### config.mk
export PLATFORM = sky130hd
export DESIGN_NAME = dcache_stage_flat
export DESIGN_NICKNAME = d
export VERILOG_FILES = /design/src/rtl/dcache_stage_if.sv /design/src/rtl/dcache_stage.sv /design/src/flat_wrapper.sv
export SDC_FILE = /design/constraint.sdc
export NUM_CORES = 1
export LEC_CHECK = 0
export CAP_MARGIN = 25
export CORE_ASPECT_RATIO = 0.9
export CORE_MARGIN = 3
export CORE_UTILIZATION = 45
export DETAILED_ROUTE_END_ITERATION = 8
export HOLD_SLACK_MARGIN = 0.03
export PLACE_DENSITY = 0.65
export REMOVE_ABC_BUFFERS = 1
export SYNTH_ARGS = -nofsm -noshare
export SYNTH_HDL_FRONTEND = slang
export SYNTH_SLANG_ARGS = --single-unit
export TNS_END_PERCENT = 100
### constraint.sdc
create_clock -name clock -period 10.8 [get_ports clock]
set_input_delay 2.7 -clock clock [delete_from_list [all_inputs] [get_ports clock]]
set_output_delay 2.7 -clock clock [all_outputs]
set_load 0.03 [all_outputs]
### src/rtl/dcache_stage_if.sv
// rtl/dcache_stage_if.sv - ALU request, memory handshake and write-back bundle for the memory stage
interface dcache_stage_if #(
    parameter int DATA_WIDTH    = 32,
    parameter int ADDR_WIDTH    = 32,
    parameter int LINE_WIDTH    = 128,
    parameter int RF_ADDR_WIDTH = 5,
    parameter int PC_WIDTH      = 32
);
    logic                     req_valid;
    logic [PC_WIDTH-1:0]      req_pc;
    logic [ADDR_WIDTH-1:0]    req_addr;
    logic [DATA_WIDTH-1:0]    req_data;
    logic                     req_is_store;
    logic                     req_size;
    logic                     req_m_type;
    logic                     req_r_type;
    logic [RF_ADDR_WIDTH-1:0] req_dst_reg;
    logic                     stall_alu;

    logic                     req_mm_valid;
    logic                     req_mm_is_store;
    logic [ADDR_WIDTH-1:0]    req_mm_addr;
    logic [LINE_WIDTH-1:0]    req_mm_data;
    logic                     resp_mm_valid;
    logic [LINE_WIDTH-1:0]    resp_mm_data;

    logic                     wb_valid;
    logic [PC_WIDTH-1:0]      wb_pc;
    logic                     wb_rf_wen;
    logic [RF_ADDR_WIDTH-1:0] wb_rf_dest;
    logic [DATA_WIDTH-1:0]    wb_rf_data;
    logic [DATA_WIDTH-1:0]    cache_data_bypass;
    logic                     cache_data_bp_valid;

    // The memory stage itself
    modport slave (
        input  req_valid, req_pc, req_addr, req_data, req_is_store, req_size,
               req_m_type, req_r_type, req_dst_reg, resp_mm_valid, resp_mm_data,
        output stall_alu, req_mm_valid, req_mm_is_store, req_mm_addr, req_mm_data,
               wb_valid, wb_pc, wb_rf_wen, wb_rf_dest, wb_rf_data,
               cache_data_bypass, cache_data_bp_valid
    );

    // The surrounding pipeline and memory
    modport master (
        output req_valid, req_pc, req_addr, req_data, req_is_store, req_size,
               req_m_type, req_r_type, req_dst_reg, resp_mm_valid, resp_mm_data,
        input  stall_alu, req_mm_valid, req_mm_is_store, req_mm_addr, req_mm_data,
               wb_valid, wb_pc, wb_rf_wen, wb_rf_dest, wb_rf_data,
               cache_data_bypass, cache_data_bp_valid
    );
endinterface

### src/rtl/dcache_stage.sv
// rtl/dcache_stage.sv - memory stage with direct-mapped write-back data cache and miss FSM
module dcache_stage #(
    parameter int DATA_WIDTH    = 32,
    parameter int ADDR_WIDTH    = 32,
    parameter int NUM_LINES     = 4,
    parameter int LINE_WIDTH    = 128,
    parameter int RF_ADDR_WIDTH = 5,
    parameter int PC_WIDTH      = 32
) (
    input  logic           clock,
    input  logic           reset,
    dcache_stage_if.slave  bus
);
    localparam int INDEX_BITS = $clog2(NUM_LINES);
    localparam int TAG_BITS   = ADDR_WIDTH - INDEX_BITS - 4;

    typedef enum logic [1:0] {IDLE, EVICT, FILL} state_t;

    state_t state, state_next;

    logic                     s_valid;
    logic [PC_WIDTH-1:0]      s_pc;
    logic [ADDR_WIDTH-1:0]    s_addr;
    logic [DATA_WIDTH-1:0]    s_data;
    logic                     s_is_store;
    logic                     s_size;
    logic                     s_m_type;
    logic                     s_r_type;
    logic [RF_ADDR_WIDTH-1:0] s_dst;

    logic [NUM_LINES-1:0]     line_valid;
    logic [NUM_LINES-1:0]     line_dirty;
    logic [TAG_BITS-1:0]      tag_arr  [NUM_LINES];
    logic [LINE_WIDTH-1:0]    data_arr [NUM_LINES];

    logic [3:0]               s_offset;
    logic [INDEX_BITS-1:0]    s_index;
    logic [TAG_BITS-1:0]      s_tag;
    logic [LINE_WIDTH-1:0]    cur_line;
    logic [DATA_WIDTH-1:0]    load_word;
    logic [7:0]               load_byte;
    logic [DATA_WIDTH-1:0]    result;
    logic                     hit;
    logic                     stall;
    logic                     completing;
    logic                     wen_cond;
    logic                     fill_done;
    logic                     store_hit;

    logic                     mm_valid;
    logic                     mm_is_store;
    logic [ADDR_WIDTH-1:0]    mm_addr;
    logic [LINE_WIDTH-1:0]    mm_data;

    assign s_offset   = s_addr[3:0];
    assign s_index    = s_addr[INDEX_BITS+3:4];
    assign s_tag      = s_addr[ADDR_WIDTH-1:INDEX_BITS+4];
    assign cur_line   = data_arr[s_index];
    assign load_word  = cur_line[{s_offset[3:2], 5'b00000} +: DATA_WIDTH];
    assign load_byte  = cur_line[{s_offset, 3'b000} +: 8];
    assign hit        = line_valid[s_index] && (tag_arr[s_index] == s_tag);
    assign stall      = (s_valid && s_m_type && !hit) || (state != IDLE);
    assign completing = s_valid && !stall;
    assign wen_cond   = s_r_type || (s_m_type && !s_is_store);
    assign fill_done  = (state == FILL) && bus.resp_mm_valid;
    assign store_hit  = completing && s_m_type && s_is_store;

    // Stage result: loaded word/byte for memory ops, the ALU value otherwise
    always_comb begin
        result = s_data;
        if (s_m_type) begin
            if (s_size) begin
                result = load_word;
            end else begin
                result = {{(DATA_WIDTH-8){1'b0}}, load_byte};
            end
        end
    end

    // Stage register: holds the request while a miss is serviced
    always_ff @(posedge clock or posedge reset) begin
        if (reset) begin
            s_valid    <= 1'b0;
            s_pc       <= '0;
            s_addr     <= '0;
            s_data     <= '0;
            s_is_store <= 1'b0;
            s_size     <= 1'b0;
            s_m_type   <= 1'b0;
            s_r_type   <= 1'b0;
            s_dst      <= '0;
        end else if (!stall) begin
            s_valid    <= bus.req_valid;
            s_pc       <= bus.req_pc;
            s_addr     <= bus.req_addr;
            s_data     <= bus.req_data;
            s_is_store <= bus.req_is_store;
            s_size     <= bus.req_size;
            s_m_type   <= bus.req_m_type;
            s_r_type   <= bus.req_r_type;
            s_dst      <= bus.req_dst_reg;
        end
    end

    // Line status bits: set valid/clean on fill, dirty on a store hit
    always_ff @(posedge clock or posedge reset) begin
        if (reset) begin
            line_valid <= '0;
            line_dirty <= '0;
        end else if (fill_done) begin
            line_valid[s_index] <= 1'b1;
            line_dirty[s_index] <= 1'b0;
        end else if (store_hit) begin
            line_dirty[s_index] <= 1'b1;
        end
    end

    // Tag and line storage: refill installs a line, store hits merge a word or byte
    always_ff @(posedge clock) begin
        if (fill_done) begin
            tag_arr[s_index]  <= s_tag;
            data_arr[s_index] <= bus.resp_mm_data;
        end else if (store_hit) begin
            if (s_size) begin
                data_arr[s_index][{s_offset[3:2], 5'b00000} +: DATA_WIDTH] <= s_data;
            end else begin
                data_arr[s_index][{s_offset, 3'b000} +: 8] <= s_data[7:0];
            end
        end
    end

    // Miss FSM state register
    always_ff @(posedge clock or posedge reset) begin
        if (reset) begin
            state <= IDLE;
        end else begin
            state <= state_next;
        end
    end

    // Miss FSM next state and memory request; request fields derive from held stage state
    always_comb begin
        state_next  = state;
        mm_valid    = 1'b0;
        mm_is_store = 1'b0;
        mm_addr     = '0;
        mm_data     = '0;
        case (state)
            IDLE: begin
                if (s_valid && s_m_type && !hit) begin
                    if (line_valid[s_index] && line_dirty[s_index]) begin
                        state_next = EVICT;
                    end else begin
                        state_next = FILL;
                    end
                end
            end
            EVICT: begin
                mm_valid    = 1'b1;
                mm_is_store = 1'b1;
                mm_addr     = {tag_arr[s_index], s_index, 4'b0000};
                mm_data     = cur_line;
                if (bus.resp_mm_valid) begin
                    state_next = FILL;
                end
            end
            FILL: begin
                mm_valid = 1'b1;
                mm_addr  = {s_addr[ADDR_WIDTH-1:4], 4'b0000};
                if (bus.resp_mm_valid) begin
                    state_next = IDLE;
                end
            end
            default: begin
                state_next = IDLE;
            end
        endcase
    end

    // Write-back register: one pulse per completed stage op
    always_ff @(posedge clock or posedge reset) begin
        if (reset) begin
            bus.wb_valid   <= 1'b0;
            bus.wb_rf_wen  <= 1'b0;
            bus.wb_pc      <= '0;
            bus.wb_rf_dest <= '0;
            bus.wb_rf_data <= '0;
        end else begin
            bus.wb_valid  <= completing;
            bus.wb_rf_wen <= completing && wen_cond;
            if (completing) begin
                bus.wb_pc      <= s_pc;
                bus.wb_rf_dest <= s_dst;
                bus.wb_rf_data <= result;
            end
        end
    end

    assign bus.stall_alu           = stall;
    assign bus.req_mm_valid        = mm_valid;
    assign bus.req_mm_is_store     = mm_is_store;
    assign bus.req_mm_addr         = mm_addr;
    assign bus.req_mm_data         = mm_data;
    assign bus.cache_data_bypass   = completing ? result : '0;
    assign bus.cache_data_bp_valid = completing && wen_cond;
endmodule

### src/flat_wrapper.sv
// flat-port wrapper written by rule: the top's interface ports become plain ports
module dcache_stage_flat 
#(
    parameter int DATA_WIDTH    = 32,
    parameter int ADDR_WIDTH    = 32,
    parameter int NUM_LINES     = 4,
    parameter int LINE_WIDTH    = 128,
    parameter int RF_ADDR_WIDTH = 5,
    parameter int PC_WIDTH      = 32
)
  (clock, reset, bus_req_valid, bus_req_pc, bus_req_addr, bus_req_data, bus_req_is_store, bus_req_size, bus_req_m_type, bus_req_r_type, bus_req_dst_reg, bus_resp_mm_valid, bus_resp_mm_data, bus_stall_alu, bus_req_mm_valid, bus_req_mm_is_store, bus_req_mm_addr, bus_req_mm_data, bus_wb_valid, bus_wb_pc, bus_wb_rf_wen, bus_wb_rf_dest, bus_wb_rf_data, bus_cache_data_bypass, bus_cache_data_bp_valid);
  dcache_stage_if #(.DATA_WIDTH(DATA_WIDTH), .ADDR_WIDTH(ADDR_WIDTH), .LINE_WIDTH(LINE_WIDTH), .RF_ADDR_WIDTH(RF_ADDR_WIDTH), .PC_WIDTH(PC_WIDTH)) bus_i ();
  input  logic clock;
  input  logic reset;
  input wire logic [$bits(bus_i.req_valid)-1:0] bus_req_valid;
  input wire logic [$bits(bus_i.req_pc)-1:0] bus_req_pc;
  input wire logic [$bits(bus_i.req_addr)-1:0] bus_req_addr;
  input wire logic [$bits(bus_i.req_data)-1:0] bus_req_data;
  input wire logic [$bits(bus_i.req_is_store)-1:0] bus_req_is_store;
  input wire logic [$bits(bus_i.req_size)-1:0] bus_req_size;
  input wire logic [$bits(bus_i.req_m_type)-1:0] bus_req_m_type;
  input wire logic [$bits(bus_i.req_r_type)-1:0] bus_req_r_type;
  input wire logic [$bits(bus_i.req_dst_reg)-1:0] bus_req_dst_reg;
  input wire logic [$bits(bus_i.resp_mm_valid)-1:0] bus_resp_mm_valid;
  input wire logic [$bits(bus_i.resp_mm_data)-1:0] bus_resp_mm_data;
  output wire logic [$bits(bus_i.stall_alu)-1:0] bus_stall_alu;
  output wire logic [$bits(bus_i.req_mm_valid)-1:0] bus_req_mm_valid;
  output wire logic [$bits(bus_i.req_mm_is_store)-1:0] bus_req_mm_is_store;
  output wire logic [$bits(bus_i.req_mm_addr)-1:0] bus_req_mm_addr;
  output wire logic [$bits(bus_i.req_mm_data)-1:0] bus_req_mm_data;
  output wire logic [$bits(bus_i.wb_valid)-1:0] bus_wb_valid;
  output wire logic [$bits(bus_i.wb_pc)-1:0] bus_wb_pc;
  output wire logic [$bits(bus_i.wb_rf_wen)-1:0] bus_wb_rf_wen;
  output wire logic [$bits(bus_i.wb_rf_dest)-1:0] bus_wb_rf_dest;
  output wire logic [$bits(bus_i.wb_rf_data)-1:0] bus_wb_rf_data;
  output wire logic [$bits(bus_i.cache_data_bypass)-1:0] bus_cache_data_bypass;
  output wire logic [$bits(bus_i.cache_data_bp_valid)-1:0] bus_cache_data_bp_valid;
  assign bus_i.req_valid = bus_req_valid;
  assign bus_i.req_pc = bus_req_pc;
  assign bus_i.req_addr = bus_req_addr;
  assign bus_i.req_data = bus_req_data;
  assign bus_i.req_is_store = bus_req_is_store;
  assign bus_i.req_size = bus_req_size;
  assign bus_i.req_m_type = bus_req_m_type;
  assign bus_i.req_r_type = bus_req_r_type;
  assign bus_i.req_dst_reg = bus_req_dst_reg;
  assign bus_i.resp_mm_valid = bus_resp_mm_valid;
  assign bus_i.resp_mm_data = bus_resp_mm_data;
  assign bus_stall_alu = bus_i.stall_alu;
  assign bus_req_mm_valid = bus_i.req_mm_valid;
  assign bus_req_mm_is_store = bus_i.req_mm_is_store;
  assign bus_req_mm_addr = bus_i.req_mm_addr;
  assign bus_req_mm_data = bus_i.req_mm_data;
  assign bus_wb_valid = bus_i.wb_valid;
  assign bus_wb_pc = bus_i.wb_pc;
  assign bus_wb_rf_wen = bus_i.wb_rf_wen;
  assign bus_wb_rf_dest = bus_i.wb_rf_dest;
  assign bus_wb_rf_data = bus_i.wb_rf_data;
  assign bus_cache_data_bypass = bus_i.cache_data_bypass;
  assign bus_cache_data_bp_valid = bus_i.cache_data_bp_valid;
  dcache_stage #(.DATA_WIDTH(DATA_WIDTH), .ADDR_WIDTH(ADDR_WIDTH), .NUM_LINES(NUM_LINES), .LINE_WIDTH(LINE_WIDTH), .RF_ADDR_WIDTH(RF_ADDR_WIDTH), .PC_WIDTH(PC_WIDTH)) u_core (.clock(clock), .reset(reset), .bus(bus_i));
endmodule
==> summary.txt <==
CTS
  – CTS tree: done
  – TritonCTS Sinks: 803
  – Clk_lat worst skew: 0.63 ns
  – Total CTS buffers: 82
  – Clk buf depth: 3
  – Setup bufs post-CTS: 0
  – CTS H-Tree Depth: 3
  – Clock Root Buffer: clkbuf_16
  – Reg clk slew, reported paths: 0.06 ns
  – Post-CTS Resized: 0
  – Post-CTS Hold Fix Bufs: 0

Route
  – DRC errors left: 0
  – Vias: 25,628
  – Via-to-Cell Ratio: 6.18
  – Post-route antenna net violation count: 0
  – Detailed Route Iter0 Violations: 3,144
  – DR WL/cell: 30.5 µm
  – Total Wirelength: 127 mm
  – Drt pass-1 iters: 6

STA
  – Pins over their slew limit: 0
  – Relative slew margins: 0.311
  – RSZ-0062 raised after global routing: no
  – Post-route setup TNS: 0 ns
  – Hold Vio Cnt, Final: 0
  – Clk_skew: 0.0234 ns
  – Hold WS: 0.454 ns
  – Tcrit/Tclk final: 0.851
  – Worst-margin pin slew: 1.03 ns
  – Fin worst setup slack: 1.61 ns
  – Tmin final: 9.19 ns
  – Max Freq: 109 MHz
  – Endpoints failing setup: 0

Logic synthesis
  – Post-synthesis cell area: 36,900 µm²
  – Yosys reg bits: 803
  – Unique masters post-synth: 66
  – Ys Warns: 0
  – Post-synth top area share: 0.502
  – Main flop type after synthesis: edfxtp_1
  – Synth area leader: edfxtp_1
  – Count leader, synth: edfxtp_1
  – Area contributors post-synth: edfxtp_1, dfrtp_1, mux4_2, mux2_2, nand2_1
  – Post-synth ARST share: 0.233
  – Syn Inst Count: 2,571
  – Post-synthesis sequential area ratio: 0.628
  – Most frequent cells after synthesis: edfxtp_1, nand2_1, dfrtp_1
  – EDFF count, synth: 616
  – Syn_area_per_cell: 14.3 µm²

Global route
  – Vias in the first global route: 25,683
  – GR peak layer: met2
  – Grt met1 use: 0.387
  – GRT Total Usage: 0.293
  – M2 GR Usage: 0.447
  – Largest net degree at the start of global routing: 140
  – Overflow after GRT: 0
  – Met3 Usage GRT: 0.0936
  – Antenna violations before repair: 18
  – First-pass GRT wire length: 181 mm

Place
  – Placed Instance Area: 42,800 µm²
  – PortBufs: 499
  – Placed cell count: 3,986
  – Pre-CTS setup slack: 2.28 ns
  – Routability Congestion: 0.952
  – DP HPWL: 88.3 mm

Power and ir drop
  – Total internal power: 8.10 mW
  – Sw frac: 0.405
  – Leakage: 16.5 nW
  – Power share of the sequential group: 0.344
  – Combinational share of power: 0.439
  – VDD IR max: 0.203 mV
  – Total power: 13.6 mW
  – Power per cell area: 299 nW/µm²
  – Power share of the clock group: 0.217
  – Net Switching: 5.52 mW

Finish
  – Area delta synth->final: 23.7%
  – Final Util: 0.568
  – Final std cells w/o fill: 4,149
  – Fill count: 6,350
  – Design area: 45,600 µm²
  – Layout cell share with drive strength beyond 1: 0.166
  – Final #Nets: 3,269

Hold path
  – Hold Crit Start: u_core.s_pc[6]
  – Hold WC Path Type: register to register

Floorplan
  – Die Y: 278 µm
  – I/O pin count: 504
  – Die Wd: 308 µm
  – Starting Density: 0.459
  – Core area: 80,300 µm²
  – Die area: 85,400 µm²
  – Row Count: 98

Run
  – MaxCap Viol Count: 0

Worst setup path
  – CP startpoint: u_core.s_addr[4]
  – Critical Path AT: 6.49 ns
  – Crit Path Max Fanout: 68
  – Bufs and invs on worst path: 3
  – Crit-path cells: buf_4 > mux4_2 > xnor2_1 > nand4_1 > nor2_1 > nand4_1 > a21o_4 > buf_4 > nor2_1 > clkdlybuf4s50_1
  – CP Capture Type: primary output
  – Required @ worst endpoint: 8.10 ns
  – Critical path type: register to primary output
  – Critical path startpoint category: register
  – Crit-path slowest cell: dfrtp_4
  – Crit path max-delay family: buffers and inverters
  – R2R Setup Slk: 4.13 ns
  – Reg-to-reg critical path startpoint: u_core.s_addr[4]
  – Max incr delay on CP: 0.93 ns

Run status
  – Outcome: finished, final reports clean
[cell type report]
| class | count | area (µm²) | area share |
|---|---|---|---|
| Clock inverter | 51 | 589 | 0.0129 |
| Antenna cell | 9 | 22.5 | 0.000494 |
| Multi-Input combinational cell | 1556 | 12800 | 0.280 |
| Tap cell | 1050 | 1310 | 0.0288 |
| Timing Repair Buffer | 551 | 5410 | 0.119 |
| Sequential cell | 803 | 23200 | 0.508 |
| Clock buffer | 102 | 2190 | 0.0480 |
| Inverter | 27 | 109 | 0.00239 |
[cell families (layout without fill, tap and decap cells)]
group                      count (synthesis)  after routing  share of synthesized area
adders and majority gates                 11             11                    0.00373
buffers and inverters                    215            731                     0.0270
muxes                                    391            391                      0.169
and+or+nand+nor                          694            694                     0.0903
other                                      1             13                   0.000102
DFF                                      803            803                      0.628
AOI/OAI and AO/OA                        432            432                     0.0756
xor gates and xnor gates                  24             24                    0.00570
[tightest hold or removal path, cell delays in order (launching register included)]
cell	delay (ns)
dfrtp_1	0.34
nand2_1	0.05
nand2_1	0.05
[cells in the final DEF, fill, tap and decap left out, types with 10 or more instances in the layout]
master,Yosys,routed
nand2_1,280,280
buf_4,16,50
inv_1,23,21
dfrtp_1,187,184
o21ai_0,50,50
nor3_1,10,10
a21oi_1,170,170
mux2_2,115,115
edfxtp_1,616,616
a21o_1,33,32
clkinv_1,1,15
and2_1,162,162
ha_1,11,10
o211ai_1,11,11
a22oi_1,89,89
clkbuf_1,104,15
nor2b_1,29,29
mux4_2,174,174
clkbuf_16,0,83
nand3_1,12,12
clkdlybuf4s50_1,0,499
xnor2_1,16,16
mux2i_1,102,102
nor2_1,141,135
nand4_1,15,15
a32oi_1,13,13
bufinv_16,0,12
clkinv_2,0,16
[power groups by stage]
stage / Clock [mW] / Sequential [mW] / Combinational [mW]
6_report: 2.95 / 4.69 / 5.98
5_1_grt: 3.11 / 4.76 / 6.24
3_5_place_dp: 0 / 4.73 / 5.86
4_1_cts: 2.99 / 4.67 / 5.89
3_3_place_gp: 0 / 4.69 / 5.80
2_1_floorplan: 0 / 4.95 / 3.38
[sequential cells by signal, summed over array words and instances (netlist names), named ones only]
name,cells
u_core.bus.wb_pc,32
u_core.bus.wb_rf_data,32
u_core.bus.wb_rf_dest,5
u_core.bus.wb_rf_wen,1
u_core.bus.wb_valid,1
u_core.data_arr,512
u_core.line_valid,4
u_core.s_addr,32
u_core.s_data,32
u_core.s_dst,5
u_core.s_is_store,1
u_core.s_m_type,1
u_core.s_pc,32
u_core.s_r_type,1
u_core.s_size,1
u_core.s_valid,1
u_core.state,2
u_core.tag_arr,104
[routing by layer]
| layer | vias to the layer above | wire length [µm] |
|---|---|---|
| met3 | 323 | 15500 |
| met1 | 12962 | 47200 |
| met5 | - | 46 |
| li1 | 10673 | - |
| met4 | 8 | 5770 |
| met2 | 1662 | 58000 |
[final timing paths]
kind                                            to  cells after the start
max in group asynchronous        u_core.s_data[18]                      3
min reg2reg                    u_core.bus.wb_pc[6]                      2
max                        bus_cache_data_bp_valid                     10
min in group asynchronous      u_core.bus.wb_pc[3]                      2
min                            u_core.bus.wb_pc[6]                      2
max reg2reg                 u_core.data_arr[2][41]                      9
Note: power is estimated with default switching activity, not from simulation.
